===== src/rtl/cpu_pkg.sv =====
// rtl/cpu_pkg.sv - shared opcodes, fetch FSM states and fetch control selects
package cpu_pkg;

  localparam logic [2:0]  OPC_HLT           = 3'b111;
  localparam logic [15:0] NOP_INSTR_DEFAULT = 16'h0000;

  typedef enum logic [1:0] {
    S_VECTOR = 2'd0,
    S_RUN    = 2'd1,
    S_HALT   = 2'd2
  } fetch_state_t;

  typedef enum logic [1:0] {
    PC_HOLD     = 2'd0,
    PC_INC      = 2'd1,
    PC_REDIRECT = 2'd2,
    PC_VECTOR   = 2'd3
  } pc_sel_t;

  typedef enum logic [1:0] {
    IFID_HOLD   = 2'd0,
    IFID_LOAD   = 2'd1,
    IFID_SQUASH = 2'd2
  } ifid_sel_t;

  function automatic logic is_hlt(input logic [2:0] opc);
    return opc == OPC_HLT;
  endfunction

endpackage


===== src/rtl/fetch_ctrl.sv =====
// rtl/fetch_ctrl.sv - fetch FSM: state register, next-PC select and IF/ID load/hold/squash select
module fetch_ctrl
  import cpu_pkg::*;
(
  input  logic         clk,
  input  logic         rst,
  input  logic         stall_i,
  input  logic         flush_i,
  input  logic         redirect_en_i,
  input  logic         hlt_fetched_i,
  output fetch_state_t state_o,
  output pc_sel_t      pc_sel_o,
  output ifid_sel_t    ifid_sel_o
);

  fetch_state_t state_q, state_d;

  always_ff @(posedge clk) begin
    if (rst) begin
      state_q <= S_VECTOR;
    end else begin
      state_q <= state_d;
    end
  end

  always_comb begin
    state_d    = state_q;
    pc_sel_o   = PC_HOLD;
    ifid_sel_o = IFID_HOLD;
    case (state_q)
      S_VECTOR: begin
        pc_sel_o = PC_VECTOR;
        state_d  = S_RUN;
      end
      S_RUN: begin
        if (redirect_en_i) begin
          pc_sel_o   = PC_REDIRECT;
          ifid_sel_o = IFID_SQUASH;
        end else if (flush_i) begin
          ifid_sel_o = IFID_SQUASH;
        end else if (!stall_i) begin
          ifid_sel_o = IFID_LOAD;
          // HLT still reaches decode, but the PC parks on it
          if (hlt_fetched_i) begin
            state_d = S_HALT;
          end else begin
            pc_sel_o = PC_INC;
          end
        end
      end
      S_HALT: begin
        ifid_sel_o = IFID_SQUASH;
        if (redirect_en_i) begin
          pc_sel_o = PC_REDIRECT;
          state_d  = S_RUN;
        end
      end
      default: begin
        state_d = S_VECTOR;
      end
    endcase
  end

  assign state_o = state_q;

endmodule


===== src/rtl/fetch_stage.sv =====
// rtl/fetch_stage.sv - instruction fetch stage: PC, imem read, IF/ID register
// Optional FETCH_PERF_CNT_EN adds fetch_cnt / stall_cnt performance counters.
module fetch_stage
  import cpu_pkg::*;
#(
  parameter int                 ADDR_W         = 16,
  parameter int                 INST_W         = 16,
  parameter logic [ADDR_W-1:0]  RESET_VEC_ADDR = '0,
  parameter logic [INST_W-1:0]  NOP_INSTR      = INST_W'(NOP_INSTR_DEFAULT)
) (
  input  logic              clk,
  input  logic              rst,
  output logic [ADDR_W-1:0] imem_addr,
  input  logic [INST_W-1:0] imem_rdata,
  input  logic              stall,
  input  logic              flush,
  input  logic              redirect_en,
  input  logic [ADDR_W-1:0] redirect_pc,
  output logic [INST_W-1:0] instr_r,
  output logic [ADDR_W-1:0] pc_plus1_r,
  output logic              valid_r,
`ifdef FETCH_PERF_CNT_EN
  output logic [31:0]       fetch_cnt,
  output logic [31:0]       stall_cnt,
`endif
  output logic              halted
);

  fetch_state_t state;
  pc_sel_t      pc_sel;
  ifid_sel_t    ifid_sel;

  logic [ADDR_W-1:0] pc_q, pc_d, pc_inc;
  logic [INST_W-1:0] instr_q, instr_d;
  logic [ADDR_W-1:0] pc_plus1_q, pc_plus1_d;
  logic              valid_q, valid_d;

  fetch_ctrl u_ctrl (
    .clk           (clk),
    .rst           (rst),
    .stall_i       (stall),
    .flush_i       (flush),
    .redirect_en_i (redirect_en),
    .hlt_fetched_i (is_hlt(imem_rdata[INST_W-1 -: 3])),
    .state_o       (state),
    .pc_sel_o      (pc_sel),
    .ifid_sel_o    (ifid_sel)
  );

  assign pc_inc    = pc_q + ADDR_W'(1);
  assign imem_addr = (state == S_VECTOR) ? RESET_VEC_ADDR : pc_q;

  always_comb begin
    pc_d = pc_q;
    case (pc_sel)
      PC_INC:      pc_d = pc_inc;
      PC_REDIRECT: pc_d = redirect_pc;
      PC_VECTOR:   pc_d = ADDR_W'(imem_rdata);
      default:     pc_d = pc_q;
    endcase
  end

  always_comb begin
    instr_d    = instr_q;
    pc_plus1_d = pc_plus1_q;
    valid_d    = valid_q;
    case (ifid_sel)
      IFID_LOAD: begin
        instr_d    = imem_rdata;
        pc_plus1_d = pc_inc;
        valid_d    = 1'b1;
      end
      IFID_SQUASH: begin
        instr_d    = NOP_INSTR;
        pc_plus1_d = '0;
        valid_d    = 1'b0;
      end
      default: ;
    endcase
  end

  always_ff @(posedge clk) begin
    if (rst) begin
      pc_q       <= '0;
      instr_q    <= NOP_INSTR;
      pc_plus1_q <= '0;
      valid_q    <= 1'b0;
    end else begin
      pc_q       <= pc_d;
      instr_q    <= instr_d;
      pc_plus1_q <= pc_plus1_d;
      valid_q    <= valid_d;
    end
  end

  assign instr_r    = instr_q;
  assign pc_plus1_r = pc_plus1_q;
  assign valid_r    = valid_q;
  assign halted     = (state == S_HALT);

`ifdef FETCH_PERF_CNT_EN
  logic [31:0] fetch_cnt_q, stall_cnt_q;
  logic        stall_evt;

  // a stall only counts when it actually froze the stage
  assign stall_evt = (state == S_RUN) && stall && !redirect_en && !flush;

  always_ff @(posedge clk) begin
    if (rst) begin
      fetch_cnt_q <= '0;
      stall_cnt_q <= '0;
    end else begin
      if (ifid_sel == IFID_LOAD) fetch_cnt_q <= fetch_cnt_q + 32'd1;
      if (stall_evt)             stall_cnt_q <= stall_cnt_q + 32'd1;
    end
  end

  assign fetch_cnt = fetch_cnt_q;
  assign stall_cnt = stall_cnt_q;
`endif

endmodule


===== config.mk =====
export PLATFORM = sky130hd
export DESIGN_NAME = fetch_stage
export DESIGN_NICKNAME = d
export VERILOG_FILES = /design/src/rtl/cpu_pkg.sv /design/src/rtl/fetch_ctrl.sv /design/src/rtl/fetch_stage.sv
export SDC_FILE = /design/constraint.sdc
export NUM_CORES = 1
export LEC_CHECK = 0
export CAP_MARGIN = 20
export CORE_AREA = 2 2 78 80
export CTS_CLUSTER_DIAMETER = 200
export DETAILED_ROUTE_END_ITERATION = 7
export DIE_AREA = 0 0 80 82
export PLACE_DENSITY = 0.85
export SLEW_MARGIN = 20
export SYNTH_ARGS = -nofsm -noshare
export SYNTH_HDL_FRONTEND = slang
export SYNTH_SLANG_ARGS = --single-unit

===== constraint.sdc =====
create_clock -name clk -period 4.3 [get_ports clk]
set_clock_uncertainty 0.1 [all_clocks]
set_input_delay 0.43 -clock clk [delete_from_list [all_inputs] [get_ports clk]]
set_output_delay 0.43 -clock clk [all_outputs]
set_load 0.02 [all_outputs]

==> key figures, run 1 <==
CTS
  • CTS tree: yes
  • Clock root cell: clkbuf_8
  • Clock transition at path regs: 0.09 ns
  • CTS Buffer Depth: 2
  • CTS HTree Levels: 2
  • Clock Latency Late Sink: 0.30 ns
  • Clk sinks: 51
  • Post-CTS Setup Bufs: 0
  • CTS Hold Bufs: 0
  • CTS Buf Count: 5
  • Cts repair resizes: 0

Logic synthesis
  • Predominant post-synthesis flop cell: dfxtp_1
  • Post-synth EDFFs: 0
  • FFs w/ async S/R, synth: 0
  • Warnings, synthesis: 0
  • Post-Syn Instances: 340
  • Cell taking the most area after synthesis: dfxtp_1
  • Syn_nets: 384
  • Library cells used by synthesis: 53
  • Mean Syn Cell Area: 8.17 um2
  • Synth area leaders: dfxtp_1 (37%), nor2_1 (5.8%), a21oi_1 (5.6%)
  • Cell Area, Synth: 2780 um2
  • Register bit total from synthesis: 51
  • Post-synthesis sequential area ratio: 0.368
  • Area share of the largest cell type after synthesis: 0.368

Setup path
  • Critical path cell sequence: clkdlybuf4s50_1 > nor4b_4 > nand2_1 > ha_1 > nor2_1 > buf_4 > nand2_1 > o22ai_1
  • Worst setup EP type: register
  • Crit path buf inv count: 2
  • Worst r2r src: u_ctrl.state_o[1]
  • Max incr delay on CP: 0.57 ns
  • Flop2flop setup slack: 1.63 ns
  • Req. time, crit path: 4.43 ns
  • Max Fanout on Critical Path: 18
  • Arr. time, crit path: 2.85 ns
  • Class of the most critical setup path: input pin to register
  • Most common cell type on the critical path: nand2_1
  • Largest delay contributor family on the critical path: simple AND/OR/NAND/NOR gates
  • Critical path's slowest cell: nor4b_4
  • Crit path from: redirect_en
  • CP Launch Type: input pin
  • Worst R2R End: pc_plus1_r[15]
  • Worst r2r path cells: 9

Min path
  • HP Start: pc_plus1_r[14]
  • Hold crit path type: register to register
  • Hold depth: 2
  • WHS Endpoint: pc_plus1_r[14]

STA
  • Fmax: 0.367 GHz
  • Fin crit period: 2.73 ns
  • Final period utilization: 0.634
  • Worst-margin pin slew: 0.738 ns
  • Final setup violating endpoints: 0
  • Max-slew violations: 0
  • RSZ-0062 raised after global routing: false
  • Slew headroom: 0.505
  • Final WS setup: 1.57 ns
  • Setup TNS: 0 ns
  • Final hold violations: 0

Cells and area
  • Post-route design area: 3770 um2
  • Area grow syn2layout: 35.8%
  • Final nets: 455
  • Number of fill cells: 504
  • Ant diodes: 0
  • Share of cells above drive strength 1: 0.0510
  • Final Instance Count excl. Fillers: 487

Route
  • Post-route ant nets: 0
  • DR vias/cell: 5.76
  • Via count: 2805
  • Iteration-0 DRC Markers: 244
  • Drt pass-1 iters: 5
  • Final wirelength: 7900 um
  • Drt drc: 0
  • WL per Instance: 16.2 um

Run status
  • Status: finished, final reports clean

Global route
  • Global-route usage over all layers: 0.242
  • Initial antenna violation count: 0
  • Global route overflow: 0
  • Pin count of the biggest net entering global routing: 51
  • Vias in the first global route: 2529
  • First-pass GRT wire length: 12400 um

Power
  • Pwr dens: 631 nW/um2
  • Worst vdd rail ir drop: 0.392 mV
  • Static leakage: 1.34 nW

Place
  • Setup WS pre-CTS: 1.29 ns
  • Inst Count DP: 479
  • HPWL Detailed: 5770 um
  • Cell Area, Placed: 3660 um2
  • GPL Wtd Cong: 0.911
  • Port bufs: 86

Floorplanning
  • Core area: 5750 um2
  • Chip height: 82 um
  • Initial core utilization: 0.483
  • Die X-Extent: 80 um
  • FP Rows: 28
  • Die footprint: 6560 um2
  • Num ports: 87

Run
  • Max Cap Violations: 0
## power breakdown
group | internal [mW] | switching (mW) | total, mW
Clock | 0.173 | 0.157 | 0.330
Combinational | 0.548 | 0.738 | 1.29
Sequential | 0.602 | 0.162 | 0.764
## kinds of logic (layout without fill, tap and decap cells)
kind of cell,after synthesis,count (layout),share of synthesized area
AO/OA/AOI/OAI,93,93,0.224
XOR/XNOR,14,14,0.0442
adder cells (fa/ha/maj),7,7,0.0315
buffers and inverters,32,104,0.0451
flip-flops,51,51,0.368
multiplexers,5,5,0.0189
AND/OR/NAND/NOR,138,138,0.269
## sequential cells by signal (all words and copies together), names as in the netlist
register,cells
instr_r,16
pc_plus1_r,16
pc_q,16
u_ctrl.state_o,2
valid_r,1
## layer usage
layer  GRT usage  wire length [um]  part of all wire  up-vias
met5           0                 0                 0        -
met4      0.0678               155             0.020        0
met1       0.318              3450              0.44     1299
met2       0.408              3770              0.48      121
met3      0.0418               524             0.066       16
li1            -                 -                 -     1369
## cells in the mapped netlist (2+ instances only)
cell type / instances
o32ai_1: 2
nor3b_1: 15
o311ai_0: 2
o22ai_1: 8
nor2_1: 43
nor3_1: 5
o21a_1: 2
a311o_1: 2
and3_1: 6
xnor2_1: 8
ha_1: 7
a21oi_1: 31
dfxtp_1: 51
nor4_1: 2
mux2i_1: 3
clkbuf_1: 22
nand4_1: 6
nand3_1: 11
nand2_1: 22
inv_1: 6
mux2_2: 2
a211o_1: 2
nor2b_1: 16
nand3b_1: 2
a221oi_1: 2
o21ai_0: 12
or4_1: 2
o211ai_1: 4
buf_1: 2
a22oi_1: 9
a32o_1: 3
xor2_1: 6
a31oi_1: 2
a21o_1: 3
## layout by cell type (no fill, tap or decap), types with 3 or more instances in the layout
cell type        Yosys  layout
nor2_1              43      43
buf_4                1       4
a21oi_1             31      31
xnor2_1              8       8
and3_1               6       6
o21ai_0             12      12
ha_1                 7       7
inv_1                6       6
o22ai_1              8       8
nor2b_1             16      16
a21o_1               3       3
nand2_1             22      22
o211ai_1             4       4
xor2_1               6       6
nor3_1               5       5
a32o_1               3       3
dfxtp_1             51      51
a22oi_1              9       9
nor3b_1             15      15
clkbuf_8             0       5
mux2i_1              3       3
nand3_1             11      11
nand4_1              6       6
clkdlybuf4s50_1      0      86
## worst min-delay path, stage by stage, from the launching register on
cell and delay, ns:
dfxtp_1 0.32, nand2_1 0.06, o22ai_1 0.06
## how the worst max path moves through the flow
stage	to	slack, ns	cells after the start
2_1_floorplan	pc_plus1_r[10]	1.88	9
3_3_place_gp	pc_plus1_r[14]	1.40	8
3_5_place_dp	pc_plus1_r[15]	1.29	8
4_1_cts	pc_plus1_r[15]	1.60	8
5_1_grt	pc_plus1_r[15]	1.39	8
6_report	pc_plus1_r[15]	1.57	8
## metrics by stage
| step | hold slack, ns | utilization | power [mW] |
|---|---|---|---|
| floorplan | 0.390 | - | 1.61 |
| global placement | 0.365 | 0.637 | 2.00 |
| detailed placement | 0.367 | 0.637 | 2.03 |
| CTS | 0.381 | 0.656 | 2.37 |
| global route | 0.405 | 0.656 | 2.53 |
| finish | 0.381 | 0.656 | 2.38 |
## final cells by class
class / count / area (um2) / area share
inverters: 6 / 22.5 / 0.00597
well taps: 75 / 93.8 / 0.0249
multi-input cells: 257 / 1630 / 0.432
flip-flops and latches: 51 / 1020 / 0.271
clock inverters: 3 / 43.8 / 0.0116
clock buffers: 5 / 68.8 / 0.0182
repair buffers: 90 / 891 / 0.236
Power figures use the tool's default switching activity.
==> inputs of run 2 (changes only) <==
--- a/config.mk
+++ b/config.mk
@@ -6,11 +6,11 @@
 export NUM_CORES = 1
 export LEC_CHECK = 0
 export CAP_MARGIN = 20
-export CORE_AREA = 2 2 78 80
+export CORE_AREA = 2 2 80 82
 export CTS_CLUSTER_DIAMETER = 200
 export DETAILED_ROUTE_END_ITERATION = 7
-export DIE_AREA = 0 0 80 82
-export PLACE_DENSITY = 0.85
+export DIE_AREA = 0 0 82 84
+export PLACE_DENSITY = 0.82
 export SLEW_MARGIN = 20
 export SYNTH_ARGS = -nofsm -noshare
 export SYNTH_HDL_FRONTEND = slang
==> constraint.sdc (replaced) <==
create_clock -name clk -period 2.6 [get_ports clk]
set_clock_uncertainty 0.1 [all_clocks]
set_input_delay 0.26 -clock clk [delete_from_list [all_inputs] [get_ports clk]]
set_output_delay 0.26 -clock clk [all_outputs]
set_load 0.02 [all_outputs]
==> run 2 against run 1 <==
  * Die area increased by 5.0%
  * Via count increased by 3.2%
  * Global-route usage decreased by 0.89 points
  * Combinational power increased by 74%
  * Register-to-register slack got worse by 1.4 ns
  * Worst hold slack improved by 0.0016 ns
  * Wire length about the same
  * Non-clock buffer count increased by 9
  * Core utilization decreased by 2.2 points
==> key figures, run 2 (synthesis results as in run 1) <==
Run status
  • Status: finished, final reports clean

Route
  • Iteration-0 DRC Markers: 329 (+35%)
  • Post-route ant nets: 0 (unchanged)
  • WL per Instance: 15.8 um (-2.3%)
  • DR vias/cell: 5.81 (+0.89%)
  • Drt drc: 0 (unchanged)
  • Final wirelength: 7890 um (about the same)
  • Drt pass-1 iters: 5 (unchanged)
  • Via count: 2894 (+3.2%)

Power
  • Tot Pwr: 4.08 mW (+72%)
  • Pwr dens: 1050 nW/um2 (+67%)
  • Static leakage: 1.39 nW (+3.9%)
  • Worst vdd rail ir drop: 0.551 mV (+41%)

Run
  • Max Cap Violations: 0 (unchanged)

Min path
  • Hold crit path type: register to register

STA
  • Fmax: 0.425 GHz
  • Setup TNS: 0 ns (unchanged)
  • Final hold violations: 0 (unchanged)
  • Max-slew violations: 0 (unchanged)
  • Final period utilization: 0.904
  • Worst-margin pin slew: 0.747 ns (+0.00899 ns)
  • Hold WS: 0.383 ns (+0.00164 ns)
  • Final setup violating endpoints: 0 (unchanged)
  • RSZ-0062 raised after global routing: false
  • Fin crit period: 2.35 ns
  • Slew headroom: 0.499 (-0.00603)
  • Final WS setup: 0.250 ns (-1.33 ns)

Setup path
  • Max Fanout on Critical Path: 9 (-9)
  • Class of the most critical setup path: register to register
  • Worst setup EP type: register
  • Critical path's slowest cell: o21ai_1
  • Max incr delay on CP: 0.62 ns (+0.05 ns)
  • Arr. time, crit path: 2.43 ns (-0.42 ns)
  • Largest delay contributor family on the critical path: compound AO/OA/AOI/OAI gates
  • Req. time, crit path: 2.68 ns (-1.75 ns)
  • Crit path buf inv count: 1 (-1)
  • CP Launch Type: register
  • Critical path cell sequence: inv_1 > ha_1 > o21ai_1 > a21o_1 > nor2_1 > o211ai_1 > o311ai_0

Floorplanning
  • Chip height: 84 um (+2.4%)
  • FP Rows: 29 (+3.6%)
  • Num ports: 87 (unchanged)
  • Die X-Extent: 82 um (+2.5%)
  • Core area: 6100 um2 (+6.1%)
  • Initial core utilization: 0.455 (-0.0278)
  • Die footprint: 6890 um2 (+5.0%)

Global route
  • Global route overflow: 0 (unchanged)
  • Global-route usage over all layers: 0.233 (-0.00890)
  • Initial antenna violation count: 0 (unchanged)
  • Pin count of the biggest net entering global routing: 51 (unchanged)
  • First-pass GRT wire length: 12600 um (+1.9%)
  • Vias in the first global route: 2580 (+2.0%)

CTS
  • Clock transition at path regs: 0.09 ns (about the same)
  • Post-CTS Setup Bufs: 0 (unchanged)
  • CTS tree: yes
  • CTS HTree Levels: 2 (unchanged)
  • Clock Latency Late Sink: 0.32 ns (+0.02 ns)
  • Clk sinks: 51 (unchanged)
  • CTS Hold Bufs: 0 (unchanged)
  • CTS Buf Count: 5 (unchanged)
  • CTS Buffer Depth: 2 (unchanged)
  • Clock root cell: clkbuf_8
  • Cts repair resizes: 0 (unchanged)

Cells and area
  • Area grow syn2layout: 39.4%
  • FF+latch area: 1020 um2 (unchanged)
  • Final nets: 464 (+2.0%)
  • Ant diodes: 0 (unchanged)
  • Layout Utilization: 0.635 (-0.0215)
  • Multi-input logic area: 1630 um2 (unchanged)
  • Share of cells above drive strength 1: 0.0713 (+0.0203)
  • Most frequent cells in the layout: clkdlybuf4s50_1 (86), dfxtp_1 (51), nor2_1 (43)
  • Number of fill cells: 507 (+0.60%)
  • Most common cell after layout, fill and taps aside: clkdlybuf4s50_1

Place
  • HPWL Detailed: 5820 um (+0.96%)
  • GPL Wtd Cong: 0.942 (+3.5%)
  • Setup WS pre-CTS: 0.0953 ns (-1.19 ns)
  • Port bufs: 86 (unchanged)
[run 2: cell count changes in the layout (fill, tap and decap cells not counted), sizes merged]
cell / before / now
buf: 4 / 13
inv: 6 / 7
clkinv: 2 / 1
[run 2: metrics by stage]
step | area [um2] | std cells
6_report | 3870 | 498
5_1_grt | 3870 | 498
4_1_cts | 3870 | 498
3_5_place_dp | 3750 | 490
3_3_place_gp | 3750 | 490
2_1_floorplan | 2780 | 340
[run 2: final timing paths]
kind | slack (ns) | cells after the start | endpoint | startpoint
max | 0.25 | 7 | pc_q[15] | u_ctrl.state_o[1]
min reg2reg | 0.38 | 2 | pc_plus1_r[13] | pc_plus1_r[13]
max reg2reg | 0.25 | 7 | pc_q[15] | u_ctrl.state_o[1]
min | 0.38 | 2 | pc_plus1_r[13] | pc_plus1_r[13]
[run 2: routing by layer]
metal	track usage	vias up	wire length (um)
met5	0	-	0
met4	0.0697	0	218
met3	0.0455	19	469
met2	0.349	111	3660
met1	0.334	1379	3550
li1	-	1385	-
[run 2: cell type report]
class                   count  area share
clock buffers               5      0.0178
clock inverters             3      0.0123
inverters                   6     0.00582
multi-input cells         257       0.421
flip-flops and latches     51       0.264
well taps                  77      0.0249
repair buffers             99       0.254
[run 2: worst register-to-register path: stages, from the launching register on]
cell and delay [ns]:
dfxtp_1 0.39, inv_1 0.10, ha_1 0.25, o21ai_1 0.62
a21o_1 0.36, nor2_1 0.11, o211ai_1 0.14, o311ai_0 0.16
[run 2: where the power goes]
part / switching, mW / leakage, nW / total (mW) / internal, mW
sequential: 0.258 / 0.416 / 1.25 / 0.996
combinational: 1.24 / 0.913 / 2.25 / 1.01
clock: 0.283 / 0.0587 / 0.575 / 0.292
==> patch: new RTL, config.mk and constraints of run 2 <==
Change the parameter `INST_W` from 16 to 32.
--- a/src/rtl/fetch_stage.sv
+++ b/src/rtl/fetch_stage.sv
@@ -4,7 +4,7 @@
   import cpu_pkg::*;
 #(
   parameter int                 ADDR_W         = 16,
-  parameter int                 INST_W         = 16,
+  parameter int                 INST_W         = 32,
   parameter logic [ADDR_W-1:0]  RESET_VEC_ADDR = '0,
   parameter logic [INST_W-1:0]  NOP_INSTR      = INST_W'(NOP_INSTR_DEFAULT)
 ) (
Ports: changed (resized imem_rdata and instr_r); port bits go from 87 to 119. No check against the original RTL was run, so the function may have changed too.
==> patch against run 2 <==
Area after synthesis rose by 18%; total power rose by 29%; via count rose by 15%; highest routed layer unchanged; sequential power rose by 22%; die area did not move; wire length rose by 20%; cell count rose by 17%; sequential cell count rose by 16; register-to-register slack got worse by 0.03 ns; critical path depth fell by 2; setup slack got worse by 0.15 ns; clock power rose by 64%; cell area rose by 24%; count of clock-buffer cells in the layout rose by 4.
==> patch: results (changes against run 2) <==
Parameter                              Value

Outcome
  Status ... completed

Critical path
  Crit path max-delay family ... buffers and inverters
  Critical Path AT ... 2.14 ns (-0.29 ns)

Global routing
  Wire length of the first global-routing pass ... 15200 um (+20%)
  Maximum number of pins on one net before global-route repair ... 61 (+20%)
  Number of global-route vias before repair ... 3166 (+23%)
  Global routing usage summed across all routing layers ... 28.5% (+5.2 points)

CTS
  Number of gates resized after cts ... 1 (+1)
  Number of CTS-inserted buffers ... 9 (+4)
  Clock latency on the worst-skew pair ... 0.34 ns (+0.02 ns)
  Level count of the clock H-tree ... 3 (+1)

Logic synthesis
  Largest cells by area after synthesis ... sky130_fd_sc_hd__dfxtp_1 (41%), sky130_fd_sc_hd__nor2_1 (7.8%), sky130_fd_sc_hd__a22oi_1 (6.2%), sky130_fd_sc_hd__a21oi_1 (4.6%), sky130_fd_sc_hd__nor3b_1 (4.4%)
  Distinct cell type count of the synthesized netlist ... 48 (-9.4%)
  Area share of the largest cell type after synthesis ... 40.9% (+4.1 points)
  Sequential cell area fraction in the yosys report ... 40.9% (+4.1 points)
  Number of nets in the synthesized netlist ... 447 (+16%)

Power
  Leakage power summed over all cells ... 1.72 nW (+24%)
  Peak VDD IR ... 1.02 mV (+86%)
  Post-layout total power ... 0.00526 W (+29%)

Place
  Final RePlAce weighted congestion ... 0.932 (-1.1%)

Routing
  Post-DR wirelength/cell ... 16.3 um (+2.8%)
  Number of vias after detailed routing ... 3339 (+15%)
  DRC marker count from the first detailed-route iteration ... 191 (-42%)

Finish
  Share of final-layout standard cells stronger than drive strength 1 ... 8.73% (+1.6 points)
  Post-layout nets ... 560 (+21%)

Min path
  Worst min path class ... primary input to flop
## patch: cell count changes in the layout (fill, tap and decap cells not counted), sizes merged, moves of 8 or more
cell	change
a22oi	+18
a211oi	+8
nor2	+26
clkdlybuf4s50	+31
nand2	-8
dfxtp	+16
## patch: path summary, 6_finish.rpt
path                            slack [ns]                end  cells after the start              start
worst min-delay path                  0.29  u_ctrl.state_o[1]                      2                rst
worst min register to register        0.39     pc_plus1_r[14]                      2     pc_plus1_r[14]
worst max register to register        0.22        instr_r[22]                      9  u_ctrl.state_o[1]
worst max-delay path                  0.10      imem_addr[14]                      5  u_ctrl.state_o[0]
## patch: per-stage QoR
step | std cells | setup WS (ns) | TNS [ns] | cell area [um2] | util [%]
final | 581 | 0.103 | 0 | 4790 | 78.6
after global routing | 581 | 0.00106 | 0 | 4790 | 78.6
after CTS | 581 | 0.0637 | 0 | 4780 | 78.4
after detailed placement | 566 | -0.320 | -7.05 | 4560 | 74.8
after global placement | 566 | -0.126 | -2.90 | 4560 | 74.8
after floorplan | 387 | 0.210 | 0 | 3280 | -
## patch: per-layer routing
metal / wire, um / GRT usage (%) / part of all wire (%)
met3: 786 / 7.47 / 8.3
met4: 93 / 9.85 / 0.98
met1: 3810 / 35.4 / 40
met2: 4760 / 47.0 / 50
met5: 0 / 0 / 0
## patch: logic make-up after synthesis
family	count (synthesis)	synth area share [%]
xor+xnor	14	3.74
buf+inv	35	4.20
fa+ha+maj	7	2.67
simple gates	158	25.4
flops	67	40.9
compound gates	100	21.1
mux	6	1.98
## patch: final cells by class
class,count,area (um2)
sequential,67,1340
inverter,4,15.0
timing repair buffer,133,1310
tap,77,96.3
clock inverter,6,91.3
fill,445,1310
multi-input combinational,285,1810
clock buffer,9,124
